## src/rtl/alsu_pkg.sv

```systemverilog
// alsu_pkg: shared width, FSM state type and op-group encodings for the ALSU accumulator controller
package alsu_pkg;
  localparam int W = 8;
  typedef enum logic [1:0] {IDLE, EXEC, DONE} state_t;
  localparam logic [1:0] ARITH = 2'b00;
  localparam logic [1:0] LOGIC = 2'b01;
  localparam logic [1:0] SHR   = 2'b10;
  localparam logic [1:0] SHL   = 2'b11;
endpackage

```

## src/rtl/alsu_flag_gen.sv

```systemverilog
// alsu_flag_gen: combinational Z/N/C status from ALSU result, carry-out and op group
module alsu_flag_gen
  import alsu_pkg::*;
(
  input  logic [W-1:0] f,
  input  logic         cout,
  input  logic [1:0]   grp,
  output logic         z,
  output logic         n,
  output logic         c
);
  always_comb begin
    z = (f == '0);
    n = f[W-1];
    c = (grp == LOGIC) ? 1'b0 : cout;
  end
endmodule

```

## src/rtl/alsu_acc_ctrl.sv

```systemverilog
// alsu_acc_ctrl: accumulator/FSM driving an external ALSU; ALSU_ACC_STICKY_OVF_EN makes flag_v sticky across passes
module alsu_acc_ctrl
  import alsu_pkg::*;
(
  input  logic         clk,
  input  logic         rst_n,
  input  logic         cmd_valid,
  output logic         cmd_ready,
  input  logic [3:0]   cmd_op,
  input  logic         cmd_cin,
  input  logic [W-1:0] cmd_b,
  input  logic [2:0]   cmd_cnt,
  input  logic         cmd_load,
  output logic [W-1:0] alsu_a,
  output logic [W-1:0] alsu_b,
  output logic         alsu_cin,
  output logic [3:0]   alsu_s,
  input  logic [W-1:0] alsu_f,
  input  logic         alsu_cout,
  input  logic         alsu_ovf,
  output logic [W-1:0] acc,
  output logic         flag_z,
  output logic         flag_n,
  output logic         flag_c,
  output logic         flag_v,
  output logic         rsp_valid,
  input  logic         rsp_ready
);
  state_t state, nxt;
  logic [3:0] op_r;
  logic [W-1:0] b_r;
  logic cin_r;
  logic [2:0] rem;
  logic fz, fn, fc;
  logic accept, exec;
  alsu_flag_gen u_flags (.f(alsu_f), .cout(alsu_cout), .grp(op_r[3:2]), .z(fz), .n(fn), .c(fc));
  always_comb begin
    accept = (state == IDLE) && cmd_valid;
    exec = (state == EXEC);
    nxt = accept ? (cmd_load ? DONE : EXEC) :
          (exec && rem == 3'd0) ? DONE :
          (state == DONE && rsp_ready) ? IDLE : state;
    cmd_ready = (state == IDLE);
    rsp_valid = (state == DONE);
    alsu_a = acc;
    alsu_b = exec ? b_r : '0;
    alsu_cin = exec && cin_r;
    alsu_s = exec ? op_r : 4'b0000;
  end
  // rem holds passes still to run after the current one, so P-1 is loaded at accept
  always_ff @(posedge clk or negedge rst_n) begin
    if (!rst_n) begin
      state <= IDLE;
      acc <= '0;
      op_r <= '0;
      b_r <= '0;
      cin_r <= 1'b0;
      rem <= '0;
      flag_z <= 1'b0;
      flag_n <= 1'b0;
      flag_c <= 1'b0;
      flag_v <= 1'b0;
    end else begin
      state <= nxt;
      if (accept && cmd_load) begin
        acc <= cmd_b;
        flag_z <= (cmd_b == '0);
        flag_n <= cmd_b[W-1];
        flag_c <= 1'b0;
        flag_v <= 1'b0;
      end else if (accept) begin
        op_r <= cmd_op;
        b_r <= cmd_b;
        cin_r <= cmd_cin;
        rem <= cmd_op[3] ? cmd_cnt : 3'd0;
        flag_v <= 1'b0;
      end else if (exec) begin
        acc <= alsu_f;
        flag_z <= fz;
        flag_n <= fn;
        flag_c <= fc;
`ifdef ALSU_ACC_STICKY_OVF_EN
        flag_v <= flag_v | alsu_ovf;
`else
        flag_v <= alsu_ovf;
`endif
        if (rem != 3'd0) rem <= rem - 3'd1;
      end
    end
  end
endmodule

```

## config.mk

```make
export PLATFORM = sky130hd
export DESIGN_NAME = alsu_acc_ctrl
export DESIGN_NICKNAME = d
export VERILOG_FILES = /design/src/rtl/alsu_pkg.sv /design/src/rtl/alsu_flag_gen.sv /design/src/rtl/alsu_acc_ctrl.sv
export SDC_FILE = /design/constraint.sdc
export NUM_CORES = 1
export LEC_CHECK = 0
export ABC_AREA = 1
export BUFFER_PORTS_ARGS = -buffer_cell sky130_fd_sc_hd__buf_2
export CAP_MARGIN = 5
export CORE_MARGIN = 3
export CORE_UTILIZATION = 35
export CTS_CLUSTER_DIAMETER = 50
export DETAILED_ROUTE_END_ITERATION = 7
export RECOVER_POWER = 50
export SLEW_MARGIN = 20
export SYNTH_ARGS = -nofsm -noshare
export SYNTH_HDL_FRONTEND = slang
export SYNTH_HIERARCHICAL = 1
export SYNTH_SLANG_ARGS = --single-unit
```

## constraint.sdc

```tcl
create_clock -name clk -period 1.8 [get_ports clk]
set_clock_uncertainty 0.05 [all_clocks]
set_input_delay 0.45 -clock clk [delete_from_list [all_inputs] [get_ports clk]]
set_output_delay 0.45 -clock clk [all_outputs]
set_load 0.02 [all_outputs]
```

=== Word-level counts from Yosys, hierarchy flattened ===
Cells that the tools add are included.

* Bits in registers: 30
* Logic and storage cells: 60

* Add/subtract/negate cells: 1
* Equality and inequality tests: 4
* Multiplexer cells: 26
* Bitwise operators: 1
* Reduce and logical (&&, ||, !) cells: 18

{| class="wikitable"
|+ Operators with widths
! kind !! number
|-
| two-way mux 8 bit || 4
|-
| logical NOT 8 bit || 2
|-
| two-way mux 1 bit || 13
|-
| two-way mux 3 bit || 4
|-
| nonzero test 3 bit || 3
|-
| two-way mux 2 bit || 4
|-
| nonzero test 2 bit || 3
|-
| logical AND 1 bit || 5
|-
| equality test 2 x 1 -> 1 bit, second input constant || 2
|-
| two-way mux 4 bit || 1
|-
| AND reduction 2 bit || 2
|-
| logical NOT 3 bit || 1
|-
| AND reduction 3 bit || 1
|-
| subtractor 3 x 1 -> 3 bit, second input constant || 1
|-
| equality test 2 bit, second input constant || 1
|-
| logical NOT 2 bit || 1
|-
| != test 2 x 1 -> 1 bit, second input constant || 1
|-
| inverter 1 bit || 1
|}

=== Depth between registers and ports, before layout ===
Gate-level depths: netlist of run 1.

* Depth in word-level cells: 5
* Gate-level depth with buffers: 9

=== Modules after synthesis ===
The synthesis of run 1 kept the hierarchy.

{| class="wikitable"
|+ Modules (own cells, without submodules)
! module !! instances !! cells an instance !! area an instance (sq um) !! sequential area each (sq um)
|-
| alsu_acc_ctrl || 1 || 203 || 1602.8 || 750.7
|-
| alsu_flag_gen || 1 || 10 || 45.0 || 0.0
|}

=== Worst setup path after synthesis of run 1 ===
No wires, ideal clock.

* Path type: flip-flop to output port
* From: reg state[0]
* To: out alsu_b[7]
* Arrival: 1151 ps
* Slack: 149 ps
* Stages on the path, launching flop included: 6
* Buffers on the path: 1
* Cells stage by stage: dfrtp_1 -> inv_1 -> nor2_4 -> inv_2 -> buf_2 -> nor2_1

* Cells in the longest elaborated chain, start to end: 2

{| class="wikitable"
|+ Ends and longest elaborated chain
! what !! line !! text
|-
| start, declared || alsu_acc_ctrl.sv:29 || <nowiki>state_t state, nxt;</nowiki>
|-
| start signal, assigned || alsu_acc_ctrl.sv:64 || <nowiki>state <= nxt;</nowiki>
|-
| equality test 2 x 1 -> 1 bit || alsu_acc_ctrl.sv:39 || <nowiki>exec = (state == EXEC);</nowiki>
|-
| two-way mux 8 bit || alsu_acc_ctrl.sv:46 || <nowiki>alsu_b = exec ? b_r : '0;</nowiki>
|-
| end, declared || alsu_acc_ctrl.sv:15 || <nowiki>output logic [W-1:0] alsu_b,</nowiki>
|}

Every way passes these cells.

=== Worst setup path in the final report of run 1 ===
* From: reg state[1]
* To: out alsu_b[2]

The elaborated chain is that of the path after synthesis.

==> results of run 1 <==
[state kept, by name, summed over array words and instances (netlist names)]
name / count
acc: 8
b_r: 8
state: 2
flag_v: 1
flag_n: 1
cin_r: 1
rem: 3
flag_z: 1
op_r: 4
flag_c: 1
[metrics by stage]
| stage | instance area, um2 | util, % | cells | hold slack [ns] | power (mW) |
|---|---|---|---|---|---|
| after floorplan | 1650 | - | 213 | 0.104 | 0.698 |
| after global placement | 1950 | 43.8 | 318 | 0.432 | 0.756 |
| after detailed placement | 1950 | 43.8 | 318 | 0.433 | 0.757 |
| after CTS | 2030 | 45.8 | 326 | 0.186 | 1.26 |
| after global routing | 2020 | 45.4 | 326 | 0.260 | 1.30 |
| final | 2020 | 45.4 | 326 | 0.180 | 1.24 |
[power breakdown]
group | total, mW | switching [mW] | internal [mW]
Clock | 0.497 | 0.231 | 0.265
Sequential | 0.675 | 0 | 0.675
Combinational | 0.0676 | 0.0401 | 0.0276
Total | 1.24 | 0.272 | 0.968
[what timing repair did]
action	CTS	global route
setup buffers	1	0
setup endpoints to repair	13	7
pin swaps	0	1
gates resized for setup	2	3
[worst paths after layout]
kind | slack (ns) | cells past startpoint | startpoint | endpoint
worst max-delay path | 0.07 | 4 | state[1] | alsu_b[2]
worst min-delay path | 0.18 | 1 | rst_n | b_r[0]
worst max register to register | 0.18 | 6 | state[0] | acc[3]
worst min register to register | 0.45 | 2 | flag_c | flag_c
max in group asynchronous | 0.99 | 1 | rst_n | state[1]
min in group clk | 0.32 | 3 | alsu_ovf | flag_v
[final cells by class]
cell class	count	share of cell area [%]
sequential	30	37.3
multi-input combinational	140	33.1
timing repair buffer	69	16.9
inverter	28	5.59
clock buffer	7	3.79
tap	52	3.23
[critical path, cell delays in order, from the launching register on]
cell	delay, ns
dfrtp_2	0.45
nor2_4	0.12
inv_4	0.09
nor2_1	0.11
buf_2	0.17
[cell families after synthesis]
kind of cell,after synthesis,share of synthesized area [%]
and+or+nand+nor,124,32.7
buffers and inverters,43,13.6
DFF,30,45.6
adders and majority gates,2,1.52
AOI/OAI and AO/OA,14,6.68
[cell usage after synthesis]
master | instances | area [um2]
dfrtp_1 | 30 | 751
buf_8 | 1 | 15.0
nand3_4 | 1 | 17.5
nand3_2 | 1 | 10.0
inv_6 | 1 | 8.76
inv_1 | 25 | 93.8
o21ai_0 | 3 | 15.0
buf_2 | 4 | 20.0
nor2_1 | 24 | 90.1
nor2_4 | 2 | 22.5
nand3_1 | 30 | 150
inv_2 | 2 | 7.51
ha_1 | 2 | 25.0
a21boi_0 | 1 | 7.51
o21ai_2 | 10 | 87.6
buf_6 | 1 | 11.3
nand2_1 | 66 | 248
buf_4 | 9 | 67.6
[routing by layer]
layer	wire, um	part of all wire, %	track usage [%]	vias to the layer above
met5	0	0	0	-
met4	68	1.7	5.93	0
met3	241	6.1	3.60	8
met2	1870	48	22.9	50
met1	1750	45	19.2	654
li1	-	-	-	765
==> summary.txt, run 1 <==
Final Hold Fails - 0
cells after synthesis - 213
antenna violations before repair - 0
critical path start-end classification - flip-flop to output pin
number of placement rows - 24
first-pass GRT wire length - 6.18 mm
number of nets at the end of the flow - 307
vias - 1,477
Worst setup EP type - output pin
final max-slew violation count - 0
setup_tns - 0 ns
Core Region - 4440 um2
arrival time reported for the critical path endpoint - 1.23 ns
final critical-path required period - 1.73 ns
fin crit share - 96.3%
leak pwr - 1.19 nW
GR Overflow Total - 0
Synthesized Nets - 246
total standard cell area after synthesis - 1650 um2
clock slew seen by the registers of the worst setup and hold paths - 0.06 ns
number of placed I/O pins - 66
number of iterations in the first detailed-routing pass - 4
Num CTS Buffers - 5
CTS sink count - 30
DIE WIDTH - 74.6 um
via count of the first global-routing pass - 1,347
Multi-input gate area - 668 um2
most used cells in the layout excluding fill and tap cells - nand2_1 (66), buf_2 (49), nand3_1 (31)
ant diodes - 0
per-cell routed wire length - 12.0 um
area growth from synthesis to final layout - 22.3%
worst slew margin relative to its limit - 49.1%
mean instance size in the synthesized netlist - 7.74 um2
highest attainable clock frequency - 577 MHz
commonest non-fill, non-tap cell in the layout - nand2_1
vertical extent of the die - 74.6 um
Clock Tree Root - clkbuf_8
status - finished clean
fraction of final layout cells sized beyond drive strength 1 - 28.5%
largest net degree at the start of global routing - 31
clock latency on the worst-skew pair - 0.28 ns
post-detailed-routing wire length - 3.93 mm
total track usage - 14.6%
First DRT Iteration DRCs - 45
setup violation total in the final timing report - 0
count of input and output buffers - 65
class of the worst hold path - input port to async pin
number of max-capacitance violations reported - 0
TritonCTS clock tree - yes
Placer Congestion - 0.835
setup slack after layout - 0.0665 ns
post-synthesis sequential element count - 30
average via count per standard cell - 4.53
CTS H-tree depth - 2
Synth cell types - 18
DIE AREA - 5570 um2
setup repair after global routing missed its margin - no
Crit Path Max Fanout - 16
Pwr per Cell Area - 615 nW/um2
slew at the pin with the worst max-slew slack - 0.764 ns
Synth Warn # - 6
Setup Slack @ Placement - 0.238 ns
initial core utilization - 37.1%
proportion of synthesized chip area in sequential cells - 45.6%
hold buffers post-CTS - 0
count of antenna-violating nets left after detailed routing - 0
Post-route DRC - 0
required time at the worst-slack endpoint - 1.30 ns
clock buffer depth - 2
worst vdd ir - 0.000340 V
number of filler instances in the final layout - 478
sequential cell area - 752 um2
half-perimeter wire length of the detailed placement result - 2.98 mm
nature of the critical path startpoint - flip-flop
Note: power is estimated with default switching activity, not from simulation.
==> inputs of run 2 (changes only) <==
CORE_MARGIN = not set   (was 3)
CTS_BUF_LIST = sky130_fd_sc_hd__clkbuf_2 sky130_fd_sc_hd__clkbuf_4 sky130_fd_sc_hd__clkbuf_8   (was not set)
clock period = 2.12 ns   (was 1.8 ns; I/O delays follow)
==> summary.txt, run 2 (synthesis results as in run 1) <==
status - finished, violations left
violated checks - DRC, capacitance limit, slew limit
vertical extent of the die - 70.6 um
delay of the slowest cell on the worst path - 0.43 ns
setup violation total in the final timing report - 0
highest attainable clock frequency - 521 MHz
Placed Instance Area - 1930 um2
global-route track usage on met3 - 4.13%
vias - 1,504
count of antenna-violating nets left after detailed routing - 0
nature of the critical path startpoint - flip-flop
clock buffer depth - 2
top cell family by delay on the critical path - flip-flops
worst vdd ir - 0.000374 V
Worst setup EP type - output pin
ant diodes - 0
DIE AREA - 4990 um2
critical path start-end classification - flip-flop to output pin
via count of the first global-routing pass - 1,398
post-layout power - 1.13 mW
initial core utilization - 37.1%
required time at the worst-slack endpoint - 1.54 ns
clock slew seen by the registers of the worst setup and hold paths - 0.07 ns
largest net degree at the start of global routing - 31
Critical-path top delay cell - dfrtp_1
CTS sink count - 30
number of nets at the end of the flow - 304
per-cell routed wire length - 11.9 um
number of iterations in the first detailed-routing pass - 6
commonest non-fill, non-tap cell in the layout - nand2_1
number of max-capacitance violations reported - 1
TritonCTS clock tree - yes
fraction of final layout cells sized beyond drive strength 1 - 27.6%
final critical-path required period - 1.92 ns
number of non-filler instances in the completed layout - 324
class of the worst hold path - input port to flip-flop
Num CTS Buffers - 5
count of placed standard cells including taps - 316
GR Overflow Total - 0
number of placement rows - 24
Placer Congestion - 0.782
cell area after layout - 2010 um2
final max-slew violation count - 31
worst slew margin relative to its limit - -11.7%
CTS resizes - 0
Crit Path Max Fanout - 25
Clock Tree Root - clkbuf_8
Pwr per Cell Area - 561 nW/um2
largest registers in the final layout - acc: 8 flops, b_r: 8 flops, op_r: 4 flops
slew at the pin with the worst max-slew slack - 1.67 ns
leak pwr - 1.17 nW
CP Cell Sequence - inv_1, nor2_4, inv_4, nor2_1, buf_2
average via count per standard cell - 4.64
fin crit share - 90.5%
half-perimeter wire length of the detailed placement result - 2.81 mm
clock latency on the worst-skew pair - 0.28 ns
DIE WIDTH - 70.6 um
most used cells in the layout excluding fill and tap cells - nand2_1 (66), buf_2 (50), nand3_1 (30), dfrtp_1 (30), inv_1 (25)
global-route met2 utilization - 26.4%
Final Hold Fails - 0
arrival time reported for the critical path endpoint - 1.34 ns
post-detailed-routing wire length - 3.86 mm
setup_tns - 0 ns
Core Region - 4440 um2
first-pass GRT wire length - 6.56 mm
setup repair after global routing missed its margin - no
area growth from synthesis to final layout - 21.8%
buffering stage count on the worst path with inverters included - 3
met1 Track Usage GR - 22.8%
antenna violations before repair - 0
First DRT Iteration DRCs - 68
count of input and output buffers - 65
layer carrying the most global-route usage - met2
number of placed I/O pins - 66
Post-route DRC - 14
CTS H-tree depth - 2
total track usage - 17.0%
count of buffers added by post-CTS timing repair for setup - 0
hold buffers post-CTS - 0
-- run 2: path summary, 6_finish.rpt --
check,slack [ns],from,depth (start not counted),to
min in group asynchronous,0.62,rst_n,1,rem[0]
min reg2reg,0.46,flag_c,2,flag_c
max reg2reg,0.34,state[0],7,rem[0]
min,0.39,cmd_cin,3,cin_r
max in group asynchronous,0.43,rst_n,1,op_r[0]
max,0.20,state[0],5,alsu_b[2]
-- run 2: layer usage --
metal  share of wire (%)  wire length, um
met1                  48             1840
met2                  44             1700
met3                 6.5              253
met4                 1.8               68
met5                   0                0
-- run 2: area by class of cell --
class	count	area, um2
inverter	28	113
clock inverter	1	5.00
clock buffer	7	90.1
multi-input combinational	140	673
tap	52	65.1
sequential	30	751
timing repair buffer	66	310
fill	491	2440
-- run 2: metrics by stage --
step | util (%) | hold slack (ns) | setup slack, ns
2_1_floorplan | - | 0.184 | 0.389
3_3_place_gp | 43.5 | 0.433 | 0.375
3_5_place_dp | 43.5 | 0.439 | 0.381
4_1_cts | 45.6 | 0.257 | 0.0559
5_1_grt | 45.2 | 0.412 | 0.0810
6_report | 45.2 | 0.394 | 0.202
-- run 2: worst reg2reg max path: cells and delay by family, from the launching register on --
kind | cells | cell delay (ns)
buf+inv | 2 | 0.62
flops | 1 | 0.43
simple gates | 5 | 0.63
-- run 2: power breakdown --
| part | switching [mW] | internal [mW] | total, mW |
|---|---|---|---|
| Sequential | 0 | 0.572 | 0.572 |
| Combinational | 0.0350 | 0.0231 | 0.0581 |
| Clock | 0.222 | 0.274 | 0.496 |
